[src/rtl/piso_serializer.sv]
// piso_serializer: parallel-in, serial-out transmitter.
// A WIDTH-bit word is taken over a valid/ready handshake and shifted out
// LSB-first on sout, one bit per enabled clock, with first/last framing.
// Optional feature: define PISO_PARITY_EN to append one even-parity bit
// after the data bits. The parity bit then carries last instead of bit WIDTH-1.
//
// Handshake: a word is accepted on a posedge where en, load_valid and
// load_ready are all high. load_ready decodes from registered state only,
// so it never depends on load_valid. d is sampled only on that edge.
// Outputs are pure decodes of registered state, and en=0 freezes everything.
// sclr dominates all other inputs.

module piso_serializer #(
  parameter int   WIDTH      = 4,
  parameter logic IDLE_LEVEL = 1'b1
) (
  input  logic             clk,
  input  logic             sclr,
  input  logic             en,
  input  logic             load_valid,
  output logic             load_ready,
  input  logic [WIDTH-1:0] d,
  output logic             sout,
  output logic             sout_valid,
  output logic             first,
  output logic             last
);

  localparam int             CW       = (WIDTH > 1) ? $clog2(WIDTH) : 1;
  localparam logic [CW-1:0]  LAST_CNT = CW'(WIDTH - 1);

  typedef enum logic [1:0] {
    ST_IDLE   = 2'd0,
`ifdef PISO_PARITY_EN
    ST_PARITY = 2'd2,
`endif
    ST_SHIFT  = 2'd1
  } state_t;

  // state_q is kept as a named enum so checkers can bind to it directly
  state_t          state_q;
  state_t          state_d;
  logic [WIDTH-1:0] shreg;
  logic [CW-1:0]    cnt;
`ifdef PISO_PARITY_EN
  logic             par;
`endif

  logic accept;
  logic last_bit;

  assign accept   = en & load_valid & load_ready;
  assign last_bit = (cnt == LAST_CNT);

  // State register: synchronous reset, otherwise follows next-state logic
  always_ff @(posedge clk) begin
    if (sclr) state_q <= ST_IDLE;
    else      state_q <= state_d;
  end

  // Next-state logic: only moves on enabled edges
  always_comb begin
    state_d = state_q;
    if (en) begin
      unique case (state_q)
        ST_IDLE:   if (accept) state_d = ST_SHIFT;
        ST_SHIFT: begin
          if (last_bit) begin
`ifdef PISO_PARITY_EN
            state_d = ST_PARITY;
`else
            state_d = accept ? ST_SHIFT : ST_IDLE;
`endif
          end
        end
`ifdef PISO_PARITY_EN
        ST_PARITY: state_d = accept ? ST_SHIFT : ST_IDLE;
`endif
        default:   state_d = ST_IDLE;
      endcase
    end
  end

  // Datapath: load on accept, shift on every enabled SHIFT edge
  always_ff @(posedge clk) begin
    if (sclr) begin
      shreg <= '0;
      cnt   <= '0;
`ifdef PISO_PARITY_EN
      par   <= 1'b0;
`endif
    end else if (accept) begin
      shreg <= d;
      cnt   <= '0;
`ifdef PISO_PARITY_EN
      par   <= ^d;
`endif
    end else if (en && (state_q == ST_SHIFT)) begin
      shreg <= shreg >> 1;
      cnt   <= cnt + CW'(1);
    end
  end

  // Output decode from registered state only
  always_comb begin
    sout       = IDLE_LEVEL;
    sout_valid = 1'b0;
    first      = 1'b0;
    last       = 1'b0;
    load_ready = 1'b0;
    unique case (state_q)
      ST_IDLE: begin
        load_ready = 1'b1;
      end
      ST_SHIFT: begin
        sout       = shreg[0];
        sout_valid = 1'b1;
        first      = (cnt == '0);
`ifndef PISO_PARITY_EN
        // final data bit closes the frame and can take the next word gaplessly
        last       = last_bit;
        load_ready = last_bit;
`endif
      end
`ifdef PISO_PARITY_EN
      ST_PARITY: begin
        sout       = par;
        sout_valid = 1'b1;
        last       = 1'b1;
        load_ready = 1'b1;
      end
`endif
      default: begin
        load_ready = 1'b1;
      end
    endcase
  end

endmodule
[config.mk]
export PLATFORM = sky130hd
export DESIGN_NAME = piso_serializer
export DESIGN_NICKNAME = d
export VERILOG_FILES = /design/src/rtl/piso_serializer.sv
export SDC_FILE = /design/constraint.sdc
export NUM_CORES = 1
export LEC_CHECK = 0
export CAP_MARGIN = 20
export CORE_AREA = 2 2 39 41
export CTS_CLUSTER_SIZE = 10
export DETAILED_ROUTE_END_ITERATION = 12
export DIE_AREA = 0 0 41 43
export GPL_TIMING_DRIVEN = 0
export HOLD_SLACK_MARGIN = 0.05
export SYNTH_ARGS = -nofsm -noshare
export SYNTH_HDL_FRONTEND = slang
export SYNTH_SLANG_ARGS = --single-unit
[constraint.sdc]
create_clock -name clk -period 2.8 [get_ports clk]
set_input_delay 0.28 -clock clk [delete_from_list [all_inputs] [get_ports clk]]
set_output_delay 0.28 -clock clk [all_outputs]
set_load 0.02 [all_outputs]
==> impl_metrics.yaml <==
status:
  run_status: "finished clean"
clock_network:
  cts-buffers-inserted: 3
  cts_root_buf: "clkbuf_4"
  cts_buffer_depth: 2
  clkSlewWorstSetupHoldPaths_ps: 60
  post_cts_resize_count: 0
  tritoncts: "yes"
  post-cts-setup-buffer-count: 0
  worstSkewPairLatency_ps: 250
  clock_tree.htree_level_count: 1
  hold_fix_buffers_at_cts: 0
  numClockSinks: 7
floorplanning:
  io_pins: 13
  die_area_um2: 1760
  row_count: 14
  die_h_um: 43
  initial_util_pct: 35.6
  placeableCoreArea_um2: 1380
  floorplan.die.width_um: 41
synthesis:
  synth_top_area_share_pct: 28.4
  postSynthRegisterBits: 7
  yosysSeqAreaShare_pct: 28.4
  synth_cell_type_count: 26
  ys_warn_count: 0
  syn_nets: 64
  count_of_mapped_cells_out_of_synthesis: 53
  synth.cell_area_um2: 493
  syn-mean-instance-area_um2: 9.30
  synth_area_leaders: "dfxtp_1 (28%), ha_1 (7.6%), buf_6 (6.9%)"
  synth_top_cell_by_area: "dfxtp_1"
critical_path:
  worst_setup_path_startpoint: "cnt[0]"
  path_delay_family: "buffers and inverters"
  critPathArrivalTime_ps: 1780
  r2r-start: "cnt[0]"
  path_buf_inv: 2
  worstSetupPathType: "reg2out"
  setup.worst_path.end_class: "primary output"
  crit_fanout: 5
  critPathLaunchType: "flop"
  critical_path.cell_chain: "ha_1 -> and2b_1 -> inv_1 -> clkdlybuf4s50_1"
  worst_path_max_delay_cell: "clkdlybuf4s50_1"
  worst_ep_required_time_ps: 2520
  crit_path_max_incr_delay_ps: 590
global_route:
  first_global_vias: 369
  grt_util_all_layers_pct: 12.9
  grt_max_degree: 11
  grt-ovfl-total: 0
  grt_pass1_wl_um: 1570
  initial_antenna_violation_count: 0
timing:
  worst_clock_skew_ps: 1.65
  final_hold_viol_count: 0
  finalSetupViolations: 0
  slew_viol_final: 0
  worst_pin_slew_ps: 264
  final.setup.worst_slack_ps: 745
  post-route-period-util_pct: 73.4
  max_freq_mhz: 487
  timing.max_slew.rel_slack_pct: 82.4
  final_period_minus_worst_setup_slack_ps: 2060
  rsz_0062_raised_after_global_routing: "no"
  finalSetupTns_ps: 0
run:
  cap_viol_max_count: 0
placed_design:
  postPlaceCellArea_um2: 613
  io_buffers: 10
  pre_cts_ws_ps: 1020
  detail_placement_hpwl_um: 683
  gpl.final_weighted_congestion: 0.739
  place_inst: 79
detailed_routing:
  wire_per_inst_um: 11.1
  firstDrtPassIters: 2
  route.detailed.vias_per_inst: 4.72
  route.antenna.remaining_nets: 0
  total_wire_length_um: 923
  detail_route.drc_violations: 0
  drt_first_iter_violations: 2
  dr_total_vias: 392
power:
  cellPowerDensity_nw_per_um2: 421
  peakVddDrop_uv: 299
  static-leakage-power_nw: 0.262
worst_hold_path:
  hold_path_class: "in2reg"
  hp-start: "en"
finish:
  fill_cells: 141
  finish.cell_count_without_fillers: 83
  post_route_cells_drive_above_1_share_pct: 22.4
  total_area_of_multi_input_combinational_cells_um2: 300
  post-route-util_pct: 46.2
  flow.area_growth_from_synthesis_pct: 29.7
  fin_nets: 79
  postLayoutCellArea_um2: 639
  antenna_cells_inserted: 0
  register_area_um2: 140
-- report_power, final --
group          switching, W  leakage [nW]  internal, W
Sequential       0.00000449        0.0574     0.000106
Combinational     0.0000306         0.189    0.0000344
Clock             0.0000397        0.0150    0.0000545
-- cell usage in the layout (no fill, tap or decap), drive strengths merged, types with 2 or more instances in the layout --
cell,n
o22ai,2
o21a,2
clkbuf,4
clkdlybuf4s50,10
buf,3
nor2,5
ha,3
nand2,3
dfxtp,7
and2,3
a2111oi,2
inv,5
o21bai,2
nor3,5
-- synth_stat cells (all sizes together) --
| cell type | instances |
|---|---|
| a2111oi | 2 |
| mux2i | 1 |
| mux2 | 1 |
| dfxtp | 7 |
| o21a | 2 |
| and2 | 3 |
| nand2b | 1 |
| nor2 | 5 |
| buf | 3 |
| a22oi | 1 |
| ha | 3 |
| a211oi | 1 |
| o22ai | 2 |
| o2111ai | 1 |
| a21oi | 1 |
| o21bai | 2 |
| inv | 5 |
| nand3 | 1 |
| nor3 | 5 |
| o21ai | 1 |
| nand2 | 3 |
| and2b | 1 |
| o32ai | 1 |
-- worst paths after layout --
check,end,slack (ps),cells after the start
max,load_ready,740,4
max reg2reg,shreg[0],1440,4
min reg2reg,shreg[3],480,2
min,shreg[3],330,3
-- worst register-to-register path: stages, from the launching register on --
cell	delay, ps
dfxtp_1	380
ha_1	270
and2b_1	230
o32ai_1	280
nor3_1	80
-- cell type report --
class	instances	area share [%]
Clock buffer	4	4.11
Tap cell	16	3.13
Sequential cell	7	21.9
Multi-Input combinational cell	38	47.0
Inverter	5	2.94
Buffer	3	5.28
Timing Repair Buffer	10	15.7
-- per-stage QoR --
stage | power (W) | hold slack (ps)
after floorplan | 0.000155 | 345
after global placement | 0.000178 | 473
after detailed placement | 0.000178 | 479
after CTS | 0.000273 | 325
after global routing | 0.000288 | 336
final | 0.000269 | 328
-- layer usage --
layer | track usage [%] | share of wire [%] | vias to the layer above
met4 | 8.00 | 0 | 0
met3 | 1.57 | 4.2 | 0
met5 | 0 | 0 | -
met2 | 17.2 | 44 | 7
met1 | 18.7 | 52 | 167
li1 | - | - | 218
-- registers in the layout, summed over array words and instances, names as in the netlist --
| register | count |
|---|---|
| shreg | 4 |
| state_q | 1 |
| cnt | 2 |
-- kinds of logic (layout without fill, tap and decap cells) --
| group | after synthesis | after routing | share of synthesized area (%) |
|---|---|---|---|
| AND/OR/NAND/NOR | 19 | 19 | 21.3 |
| AO/OA/AOI/OAI | 14 | 14 | 26.9 |
| buffers and inverters | 8 | 22 | 10.7 |
| flip-flops | 7 | 7 | 28.4 |
| adder cells (fa/ha/maj) | 3 | 3 | 7.62 |
| multiplexers | 2 | 2 | 5.08 |
No activity file was read; power rests on OpenSTA's default activity.
